## src/rtl/chroma_key_blend.sv

```systemverilog
// Chroma-key blender: selects a key channel, derives a soft-edge alpha from the key excess
// and mixes foreground with background over a fixed 3-stage pipeline, counting keyed pixels per frame.
module chroma_key_blend #(
  parameter int             DW         = 10,
  parameter int             AW         = 4,
  parameter int             KEY_CH     = 1,
  parameter int             SOFT_SHIFT = 3,
  parameter int             CW         = 22,
  parameter logic [DW-1:0]  TLO_RST    = 10'h080,
  parameter logic [DW-1:0]  KMIN_RST   = 10'h100
) (
  input  logic          iCLK27,
  input  logic          iRST_N,
  input  logic          iValid,
  input  logic          iSOF,
  input  logic [DW-1:0] iRed,
  input  logic [DW-1:0] iGreen,
  input  logic [DW-1:0] iBlue,
  input  logic [DW-1:0] imVGA_R,
  input  logic [DW-1:0] imVGA_G,
  input  logic [DW-1:0] imVGA_B,
  input  logic          iBypass,
  input  logic          iCfgWe,
  input  logic [DW-1:0] iTlo,
  input  logic [DW-1:0] iKeyMin,
  output logic          oValid,
  output logic [DW-1:0] oRed,
  output logic [DW-1:0] oGreen,
  output logic [DW-1:0] oBlue,
  output logic [AW:0]   oAlpha,
  output logic [CW-1:0] oKeyCount
);

  localparam int             PW      = DW + AW + 1;
  localparam int             OA      = (KEY_CH + 1) % 3;
  localparam int             OB      = (KEY_CH + 2) % 3;
  localparam logic [AW:0]    AMAX    = {1'b1, {AW{1'b0}}};
  localparam logic [PW-1:0]  HALF    = PW'(1) << (AW - 1);
  localparam logic [CW-1:0]  CNT_MAX = '1;

  logic [DW-1:0] fg_in   [3];
  logic [DW-1:0] bg_in   [3];
  logic [DW-1:0] out_pix [3];

  assign fg_in[0] = iRed;
  assign fg_in[1] = iGreen;
  assign fg_in[2] = iBlue;
  assign bg_in[0] = imVGA_R;
  assign bg_in[1] = imVGA_G;
  assign bg_in[2] = imVGA_B;

  // ---------------------------------------------------------------- config
  logic [DW-1:0] shd_tlo_reg, shd_kmin_reg;
  logic [DW-1:0] act_tlo_reg, act_kmin_reg;

  always_ff @(posedge iCLK27 or negedge iRST_N) begin
    if (!iRST_N) begin
      shd_tlo_reg  <= TLO_RST;
      shd_kmin_reg <= KMIN_RST;
      act_tlo_reg  <= TLO_RST;
      act_kmin_reg <= KMIN_RST;
    end else begin
      if (iCfgWe) begin
        shd_tlo_reg  <= iTlo;
        shd_kmin_reg <= iKeyMin;
      end
      // A write landing on the SOF pixel bypasses the shadow so it is not lost for a frame.
      if (iSOF && iValid) begin
        act_tlo_reg  <= iCfgWe ? iTlo    : shd_tlo_reg;
        act_kmin_reg <= iCfgWe ? iKeyMin : shd_kmin_reg;
      end
    end
  end

  // ---------------------------------------------------------------- S1: key / diff
  logic [DW-1:0]        key_val, oth_max;
  logic signed [DW:0]   diff_val;

  assign key_val  = fg_in[KEY_CH];
  assign oth_max  = (fg_in[OA] > fg_in[OB]) ? fg_in[OA] : fg_in[OB];
  assign diff_val = $signed({1'b0, key_val}) - $signed({1'b0, oth_max});

  logic                 s1_valid_reg, s1_sof_reg;
  logic signed [DW:0]   s1_diff_reg;
  logic [DW-1:0]        s1_key_reg, s1_tlo_reg, s1_kmin_reg;

  // Thresholds travel with the pixel so the SOF pixel sees the values active before its own update.
  always_ff @(posedge iCLK27 or negedge iRST_N) begin
    if (!iRST_N) begin
      s1_valid_reg <= 1'b0;
      s1_sof_reg   <= 1'b0;
      s1_diff_reg  <= '0;
      s1_key_reg   <= '0;
      s1_tlo_reg   <= '0;
      s1_kmin_reg  <= '0;
    end else begin
      s1_valid_reg <= iValid;
      s1_sof_reg   <= iSOF;
      s1_diff_reg  <= diff_val;
      s1_key_reg   <= key_val;
      s1_tlo_reg   <= act_tlo_reg;
      s1_kmin_reg  <= act_kmin_reg;
    end
  end

  // ---------------------------------------------------------------- S2: alpha
  logic [DW+1:0] excess, ramp;
  logic [AW:0]   alpha_next;

  assign excess = {s1_diff_reg[DW], s1_diff_reg} - {2'b00, s1_tlo_reg};
  assign ramp   = excess >> SOFT_SHIFT;

  always_comb begin
    alpha_next = '0;
    if (iBypass || (s1_key_reg < s1_kmin_reg) ||
        (s1_diff_reg <= $signed({1'b0, s1_tlo_reg}))) begin
      alpha_next = '0;
    end else if (ramp >= (DW+2)'(AMAX)) begin
      alpha_next = AMAX;
    end else begin
      alpha_next = ramp[AW:0];
    end
  end

  logic          s2_valid_reg, s2_sof_reg;
  logic [AW:0]   s2_alpha_reg;

  always_ff @(posedge iCLK27 or negedge iRST_N) begin
    if (!iRST_N) begin
      s2_valid_reg <= 1'b0;
      s2_sof_reg   <= 1'b0;
      s2_alpha_reg <= '0;
    end else begin
      s2_valid_reg <= s1_valid_reg;
      s2_sof_reg   <= s1_sof_reg;
      s2_alpha_reg <= alpha_next;
    end
  end

  // ---------------------------------------------------------------- per-channel datapath
  genvar gi;
  generate
    for (gi = 0; gi < 3; gi++) begin : g_ch
      logic [DW-1:0] s1_fg_reg, s1_bg_reg;
      logic [DW-1:0] s2_fg_reg, s2_bg_reg;
      logic [DW-1:0] pix_reg;
      logic [PW-1:0] mix;

      // Sum stays below 2^(DW+AW), so the shifted result always fits DW bits.
      assign mix = PW'(s2_fg_reg) * PW'(AMAX - s2_alpha_reg)
                 + PW'(s2_bg_reg) * PW'(s2_alpha_reg)
                 + HALF;

      always_ff @(posedge iCLK27 or negedge iRST_N) begin
        if (!iRST_N) begin
          s1_fg_reg <= '0;
          s1_bg_reg <= '0;
          s2_fg_reg <= '0;
          s2_bg_reg <= '0;
          pix_reg   <= '0;
        end else begin
          s1_fg_reg <= fg_in[gi];
          s1_bg_reg <= bg_in[gi];
          s2_fg_reg <= s1_fg_reg;
          s2_bg_reg <= s1_bg_reg;
          if (s2_valid_reg) pix_reg <= DW'(mix >> AW);
        end
      end

      assign out_pix[gi] = pix_reg;
    end
  endgenerate

  // ---------------------------------------------------------------- S3: outputs and counter
  logic          out_valid_reg;
  logic [AW:0]   out_alpha_reg;
  logic [CW-1:0] run_cnt_reg, key_cnt_reg;
  logic          full_key;

  assign full_key = (s2_alpha_reg == AMAX);

  always_ff @(posedge iCLK27 or negedge iRST_N) begin
    if (!iRST_N) begin
      out_valid_reg <= 1'b0;
      out_alpha_reg <= '0;
      run_cnt_reg   <= '0;
      key_cnt_reg   <= '0;
    end else begin
      out_valid_reg <= s2_valid_reg;
      if (s2_valid_reg) begin
        out_alpha_reg <= s2_alpha_reg;
        if (s2_sof_reg) begin
          key_cnt_reg <= run_cnt_reg;
          run_cnt_reg <= full_key ? CW'(1) : '0;
        end else if (full_key && (run_cnt_reg != CNT_MAX)) begin
          run_cnt_reg <= run_cnt_reg + 1'b1;
        end
      end
    end
  end

  assign oValid    = out_valid_reg;
  assign oRed      = out_pix[0];
  assign oGreen    = out_pix[1];
  assign oBlue     = out_pix[2];
  assign oAlpha    = out_alpha_reg;
  assign oKeyCount = key_cnt_reg;

endmodule

```

## config.mk

```make
export PLATFORM = sky130hd
export DESIGN_NAME = chroma_key_blend
export DESIGN_NICKNAME = d
export VERILOG_FILES = /design/src/rtl/chroma_key_blend.sv
export SDC_FILE = /design/constraint.sdc
export NUM_CORES = 1
export LEC_CHECK = 0
export CAP_MARGIN = 20
export CORE_UTILIZATION = 45
export DETAILED_ROUTE_END_ITERATION = 6
export DONT_BUFFER_PORTS = 1
export REMOVE_ABC_BUFFERS = 1
export SLEW_MARGIN = 0
export SYNTH_ARGS = -nofsm -noshare
export SYNTH_HDL_FRONTEND = slang
export SYNTH_SLANG_ARGS = --single-unit
export TNS_END_PERCENT = 5
```

## constraint.sdc

```tcl
create_clock -name iCLK27 -period 8.7 [get_ports iCLK27]
set_input_delay 0.435 -clock iCLK27 [delete_from_list [all_inputs] [get_ports iCLK27]]
set_output_delay 0.435 -clock iCLK27 [all_outputs]
set_load 0.01 [all_outputs]
```

# Word-level counts from Yosys, hierarchy flattened
# Cells that the tools add are included.
[totals]
reg_bits = 280
latch_bits = 0
ram_bits = 0
rom_bits = 0
elab_cells = 68
n_memories = 0
[classes]
n_addsub = 10
n_mul = 6
div_mod_pow = 0
order_cmp = 4
n_eq_ne = 2
shifts = 0
muxes = 8
bitwise = 0
n_reduce_logical = 7
[ops]
columns = ["op", "n"]
rows = [
  ["22-bit 2-to-1 mux", 2],
  ["14-bit adder", 3],
  ["14-bit by 4-bit adder with 14-bit output, second input constant", 3],
  ["10-bit by 5-bit multiplier with 14-bit output", 3],
  ["10-bit by 15-bit multiplier with 14-bit output", 2],
  ["10-bit 2-to-1 mux", 3],
  ["22-bit by 1-bit adder with 22-bit output, second input constant", 1],
  ["22-bit != test, second input constant", 1],
  ["11-bit by 6-bit multiplier with 14-bit output", 1],
  ["11-bit by 11-bit subtractor with 12-bit output", 1],
  ["11-bit less-or-equal comparator", 1],
  ["10-bit by 10-bit subtractor with 11-bit output", 1],
  ["10-bit > comparator", 1],
  ["10-bit < comparator", 1],
  ["5-bit 2-to-1 mux", 2],
  ["9-bit by 5-bit greater-or-equal comparator with 1-bit output, second input constant", 1],
  ["5-bit by 5-bit subtractor with 6-bit output, first input constant", 1],
  ["5-bit == test, second input constant", 1],
  ["2-bit AND reduction", 2],
  ["1-bit logical AND", 2],
  ["1-bit logical OR", 2],
  ["2-bit nonzero test", 1],
  ["1-bit 2-to-1 mux", 1],
]

# Depth between registers and ports, before layout
# Gate-level depths: netlist (run 1).
[logic_depth]
word_depth = 4
mapped_depth = 27
depth_no_buf = 23

# Least setup slack after synthesis (run 1)
# No wires, ideal clock.
[synth_path]
path_kind = "reg-to-reg"
startpoint = "register s2_alpha_reg[0]"
endpoint = "register g_ch[2].pix_reg[7], in the netlist oBlue[7]"
setup_time_ns = 0.125
arrival_time_ns = 6.605
required_time_ns = 8.575
setup_slack_ns = 1.971
stages_incl_launch_ff = 26
n_path_buf = 4
cell_sequence = "dfrtp_1 buf_2 clkbuf_1 inv_1 ha_1 nor3b_1 ha_1 clkbuf_1 clkbuf_1 nand2_1 fa_1 inv_1 fa_1 fa_1 inv_1 fa_1 fa_1 inv_1 ha_1 nand4_1 nor2_1 or4b_1 a41o_1 a21oi_2 xnor2_1 mux2_2"
[synth_via]
elab_chain_len = 4
[synth_rtl]
columns = ["element", "line_no", "source"]
rows = [
  ["from (decl)", "126", "logic [AW:0] s2_alpha_reg;"],
  ["from (signal assigned)", "136", "s2_alpha_reg <= alpha_next;"],
  ["5-bit by 5-bit subtractor with 6-bit output", "150", "assign mix = PW'(s2_fg_reg) * PW'(AMAX - s2_alpha_reg)"],
  ["11-bit by 6-bit multiplier with 14-bit output", "150", ""],
  ["14-bit adder *", "151", "+ PW'(s2_bg_reg) * PW'(s2_alpha_reg)"],
  ["14-bit by 4-bit adder with 14-bit output *", "152", "+ HALF;"],
  ["to (signal assigned)", "166", "if (s2_valid_reg) pix_reg <= DW'(mix >> AW);"],
  ["to (decl)", "146", "logic [DW-1:0] pix_reg;"],
]
# Every way passes the cells marked *; elsewhere a longest branch is shown, timed or not.
# A chain may end at the register's enable or synchronous reset.

# Final worst setup path (run 1)
# Ends and elaborated chain as after synthesis.

==> results of run 1 <==
## power by group through the flow
stage          Combinational (W)  Sequential [W]  Clock, W
4_1_cts                 0.000935         0.00160   0.00142
6_report                0.000922         0.00160   0.00138
5_1_grt                  0.00107         0.00162   0.00148
2_1_floorplan           0.000687         0.00158         0
3_3_place_gp            0.000839         0.00162         0
3_5_place_dp            0.000865         0.00162         0
## cell type report
cell class	count	area (um^2)
fill	4115	22100
multi-input combinational	1257	12400
sequential	280	7010
inverter	354	1330
timing repair buffer	99	996
clock buffer	37	787
tap	600	751
clock inverter	19	292
antenna	2	5.00
## worst max-delay path, cell delays in order (launching register included)
cell and delay (ns):
dfrtp_2 0.75, buf_4 0.42, nor3_1 0.18, xnor2_4 0.75, nand2_1 0.17, fa_1 0.54
inv_1 0.05, fa_1 0.48, fa_1 0.49, inv_1 0.06, fa_1 0.50, fa_1 0.54
inv_1 0.04, ha_1 0.33, nand4_1 0.12, nor2_1 0.04, or4b_1 0.51, a41o_1 0.31
a21oi_2 0.28, xnor2_1 0.10, mux2_2 0.26
## per-stage QoR
step	utilization, %	setup WS [ns]	hold slack [ns]	cells
final	51.7	1.64	0.0325	2648
after global routing	51.7	1.24	0.00731	2646
after CTS	51.6	1.62	0.000437	2644
after detailed placement	47.4	1.66	0.150	2503
after global placement	47.4	1.80	0.150	2503
after floorplan	-	1.70	0.139	1891
## worst paths after layout
check,startpoint,endpoint,slack [ns],cells past startpoint
hold reg to reg,g_ch[2].s1_fg_reg[1],g_ch[2].s2_fg_reg[1],0.34,0
hold / removal,iCfgWe,shd_kmin_reg[9],0.03,1
setup / recovery,s2_alpha_reg[0],oBlue[7],1.64,20
setup reg to reg,s2_alpha_reg[0],oBlue[7],1.64,20
max in group asynchronous,iRST_N,s2_valid_reg,6.97,3
min in group asynchronous,iRST_N,oRed[0],0.45,2
## Yosys cell counts (3+ instances only)
library cell	n
and2_1	197
buf_2	3
nand2_1	212
nand4_1	6
nor2b_1	10
ha_1	155
nor2_1	58
mux2_2	65
a21o_1	15
nor4_1	3
o21a_1	5
mux2i_1	10
nand2b_1	11
fa_1	260
or3_1	4
a22o_1	3
a21oi_1	25
xnor2_1	60
xor2_1	26
nor3_1	12
dfrtp_1	276
dfstp_2	4
a31oi_1	5
o211ai_1	4
a211o_1	4
and4_1	5
o221ai_1	3
o21ai_0	31
clkbuf_1	45
inv_1	352
nand3_1	15
and3_1	9
a21boi_0	5
a2111oi_0	4
## cells by family (layout without fill, tap and decap cells)
group,count (synthesis),count (layout)
simple gates,557,557
fa+ha+maj,415,415
buf+inv,405,509
flops,280,280
compound gates,121,121
xor+xnor,88,88
mux,76,76
other cells,0,2
## metal layers
layer,GRT usage [%],routed length [um],up-vias
met2,33.5,21900,206
met3,3.60,2130,62
li1,-,-,6159
met4,4.83,955,2
met5,0,13,-
met1,27.4,20100,6698
## placed cells by master, fill, tap and decap left out, types with 5 or more instances in the layout
cell type	synthesis	routed
inv_1	352	352
dfrtp_1	276	274
fa_1	260	260
nand2_1	212	212
and2_1	197	197
ha_1	155	155
dlygate4sd3_1	0	85
mux2_2	65	65
xnor2_1	60	58
nor2_1	58	58
o21ai_0	31	30
clkbuf_16	0	30
xor2_1	26	26
a21oi_1	25	25
a21o_1	15	15
nand3_1	15	15
nor3_1	12	12
buf_4	0	12
nand2b_1	11	11
nor2b_1	10	10
mux2i_1	10	10
and3_1	9	9
nand4_1	6	6
clkbuf_1	45	6
clkinv_2	0	6
bufinv_16	0	6
and4_1	5	5
a31oi_1	5	5
a21boi_0	5	5
o21a_1	5	5
==> impl_metrics.yaml, run 1 <==
grt:
  antenna_found_initial: 2
  grt_pass1_vias: 14164
  grt_start_max_net_pins: 281
  grt_pass1_wl_mm: 75.0
  overflow: 0
  gr-usage-all-layers_pct: 20.2
synthesis:
  yosysTopAreaCell: "dfrtp_1"
  synth-edff-count: 0
  ys_top_cells_by_area: "dfrtp_1 33%, fa_1 25%, ha_1 9.3%"
  synth_compound_area_share_pct: 3.88
  synth.distinct_cells: 63
  syn_inst: 1942
  muxShareOfSynthArea_pct: 4.04
  synth_area_per_cell_um2: 10.8
  yosys.area_share.simple_pct: 13.4
  synth_seq_cells: 280
  seq_area_frac_synth_pct: 33.5
  synth_flop_cell: "dfrtp_1"
  synth_fa_ha_area_share_pct: 34.1
  postSynth.asyncResetShare_pct: 100
  synth_xor_area_share_pct: 3.81
  synth_top_family_by_area: "adder cells"
  syn_area_um2: 21000
  synthesis.yosys.warnings: 0
  yosysTopAreaCellShare_pct: 33.0
route:
  vias: 13127
  routed_wl_mm: 45.1
  drt.antenna.violating_nets: 0
  drt_iter0_markers: 611
  drt-pass1-iter-count: 5
  drc: 0
  avgRoutedWirePerCell_um: 17.0
  via_per_inst: 4.96
final_layout:
  drive_gt1_share_pct: 7.14
  nets: 2523
  area_delta_synth_final_pct: 12.7
  final_area_um2: 23600
clock_network:
  cts-root-buf: "clkbuf_16"
  clock_path_buffers: 3
  cts_hold_buf: 85
  htreeDepth: 1
  ctsResizeCount: 0
  cts_setup_buffers: 0
  clk_pin_slew_ns: 0.07
  insertion_delay_ns: 0.59
  cts_tree: "done"
  cts_buffers: 30
  clock_sinks: 280
pwr:
  ir_worst_vdd_mv: 0.151
  totalPowerFinal_w: 0.00390
  power.share.combinational_pct: 23.7
  clkPwrFrac_pct: 35.4
  seqPwrFrac_pct: 40.9
  p_int_w: 0.00272
  power.density_nw_per_um2: 165
  switching_share_pct: 30.3
  power.leakage_nw: 11.7
  p_switching_w: 0.00118
floorplanning:
  dieArea_um2: 47400
  core_area_um2: 45700
  rows: 78
  die_w_um: 218
  start_util_pct: 45.9
  die_h_um: 218
  ioPinCount: 144
placement:
  place_area_um2: 21600
  dp.final_hpwl_mm: 33.7
  portBuffers: 0
  place_congestion: 0.817
timing:
  setup_violations: 0
  slew_headroom_pct: 40.0
  hold_viol: 0
  fin_crit_ns: 7.06
  fmax_mhz: 142
  drv_slew: 0
  fin_worst_skew_ns: 0.0212
  rsz0062_at_grt: "false"
  worst_pin_slew_ns: 0.900
  tns_ns: 0
  fin_crit_sh_pct: 81.2
setup_path:
  start_kind: "flip-flop"
  crit_fanout: 32
  worstPathRequired_ns: 9.18
  critical_path_class: "flip-flop to flip-flop"
  cp-end-kind: "flip-flop"
  crit_arrival_ns: 7.54
status:
  status: "finished, final reports clean"
run:
  cap_violations: 0
hold_path:
  hp-class: "input port to flip-flop"
No activity file was read; power rests on OpenSTA's default activity.
==> inputs of run 2 (changes only) <==
==> constraint.sdc (replaced) <==
create_clock -name iCLK27 -period 7.33 [get_ports iCLK27]
set_input_delay 0.3665 -clock iCLK27 [delete_from_list [all_inputs] [get_ports iCLK27]]
set_output_delay 0.3665 -clock iCLK27 [all_outputs]
set_load 0.01 [all_outputs]
==> run 2 against run 1 <==
Against the previous run: non-clock buffer count increased by 24; critical path type unchanged; power increased by 17%; cell area increased by 0.69%; global-route usage increased by 0.26 points.
==> impl_metrics.yaml, run 2 (same netlist as run 1, synthesis figures left out) <==
timing:
  fin_crit_ns: 6.68
  drv_slew: 0
  fin_worst_skew_ns: 0.0142
  hold_viol: 0
  holdWs_ns: 0.0441
  tns_ns: 0
  fmax_mhz: 150
  worst_pin_slew_ns: 0.946
  setup_violations: 0
  slew_headroom_pct: 36.9
  rsz0062_at_grt: "false"
  fin_crit_sh_pct: 91.1
setup_path:
  cp-end-kind: "flip-flop"
  crit_arrival_ns: 7.15
  worstPathRequired_ns: 7.80
  cpPeakStageDelay_ns: 0.90
  crit_fanout: 23
  crit_path_cell_trace: "inv_1, ha_1, nor3b_1, ha_1, nand2_1, fa_1, inv_1, fa_1, fa_1, inv_1, fa_1, fa_1, inv_1, ha_1, a21oi_1, or4b_1, a41o_1, a21oi_2, xnor2_1, mux2_2"
  crit_slowest_cell: "ha_1"
  critical_path_class: "flip-flop to flip-flop"
  start_kind: "flip-flop"
  crit_top_cell: "fa_1"
clock_network:
  clock_path_buffers: 3
  ctsResizeCount: 0
  clock_sinks: 280
  cts_buffers: 31
  cts-root-buf: "clkbuf_16"
  clk_pin_slew_ns: 0.06
  htreeDepth: 1
  cts_tree: "done"
  cts_hold_buf: 103
  insertion_delay_ns: 0.60
  cts_setup_buffers: 0
pwr:
  power.density_nw_per_um2: 193
  switching_share_pct: 31.4
  p_switching_w: 0.00144
  clkPwrFrac_pct: 34.2
  p_int_w: 0.00314
  ir_worst_vdd_mv: 0.212
  power.share.combinational_pct: 24.4
  seqPwrFrac_pct: 41.3
  power.leakage_nw: 11.8
floorplanning:
  start_util_pct: 45.9
  dieArea_um2: 47400
  rows: 78
  ioPinCount: 144
  core_area_um2: 45700
  die_h_um: 218
  die_w_um: 218
route:
  avgRoutedWirePerCell_um: 17.1
  vias: 13313
  drc: 0
  via_per_inst: 4.98
  routed_wl_mm: 45.8
  drt_iter0_markers: 577
  drt.antenna.violating_nets: 0
  drt-pass1-iter-count: 5
grt:
  gr-usage-all-layers_pct: 20.4
  grt_start_max_net_pins: 281
  antenna_found_initial: 1
  grt_pass1_vias: 14548
  grt_pass1_wl_mm: 76.2
  overflow: 0
final_layout:
  drive_gt1_share_pct: 7.48
  fill_cells: 4094
  layout_common_cells: "352 x inv_1, 274 x dfrtp_1, 260 x fa_1"
  nets: 2548
  multi_input_area_um2: 12400
  area_delta_synth_final_pct: 13.4
  final_common_cell: "inv_1"
  seq_area_um2: 7010
hold_path:
  hp-class: "input port to flip-flop"
status:
  status: "finished, final reports clean"
run:
  cap_violations: 0
placement:
  portBuffers: 0
  place_congestion: 0.817
  dp.final_hpwl_mm: 33.6
==> run 2: cell types whose count changed in the layout (fill, tap and decap cells not counted), moves of 2 or more <==
| cell | before | now |
|---|---|---|
| dlygate4sd3_1 | 85 | 103 |
| buf_4 | 12 | 18 |
| bufinv_16 | 6 | 2 |
| clkbuf_8 | 1 | 3 |
| clkinvlp_4 | 1 | 3 |
==> run 2: stage by stage <==
stage          util (%)  power, W  setup slack (ns)  cells  instance area, um^2
3_5_place_dp       47.4   0.00295             0.681   2509                21700
4_1_cts            52.0   0.00464             0.652   2670                23700
5_1_grt            52.1   0.00488             0.293   2672                23800
6_report           52.1   0.00458             0.652   2673                23800
3_3_place_gp       47.4   0.00292             0.829   2509                21700
2_1_floorplan         -   0.00269             0.334   1891                20800
==> run 2: layer usage <==
layer / GRT usage [%] / up-vias / share of wire (%)
met1: 27.0 / 6814 / 44
met2: 35.1 / 235 / 49
li1: - / 6200 / -
met4: 4.76 / 0 / 2.1
met5: 0 / - / 0
met3: 3.43 / 64 / 5.0
==> run 2: power groups by stage <==
stage | clock network (W) | logic [W] | registers [W]
2_1_floorplan | 0 | 0.000815 | 0.00187
3_3_place_gp | 0 | 0.000996 | 0.00192
3_5_place_dp | 0 | 0.00103 | 0.00193
4_1_cts | 0.00162 | 0.00112 | 0.00190
5_1_grt | 0.00168 | 0.00128 | 0.00192
6_report | 0.00157 | 0.00112 | 0.00189
==> run 2: area by class of cell <==
cell class	instances	share of cell area, %
inverter	354	5.59
sequential	280	29.5
clock inverter	19	0.816
timing repair buffer	123	5.14
clock buffer	39	3.51
antenna	1	0.0105
tap	600	3.16
multi-input combinational	1257	52.3
==> run 2: path summary, 6_finish.rpt <==
path | startpoint | to | slack, ns | cells after the start
setup / recovery | s2_alpha_reg[0] | oBlue[7] | 0.65 | 20
hold / removal | iGreen[0] | s1_diff_reg[0] | 0.04 | 3
setup reg to reg | s2_alpha_reg[0] | oBlue[7] | 0.65 | 20
hold reg to reg | g_ch[1].s1_bg_reg[4] | g_ch[1].s2_bg_reg[4] | 0.34 | 0
max in group asynchronous | iRST_N | s2_valid_reg | 5.71 | 3
min in group asynchronous | iRST_N | g_ch[0].s1_bg_reg[0] | 0.34 | 2
==> run 2: worst max-delay path: cells and delay by family, from the launching register on <==
| family | cells | cell delay [ns] |
|---|---|---|
| simple gates | 3 | 0.82 |
| compound gates | 3 | 0.75 |
| flops | 1 | 0.37 |
| fa+ha+maj | 8 | 4.05 |
| mux | 1 | 0.26 |
| xor+xnor | 1 | 0.10 |
| buf+inv | 4 | 0.20 |
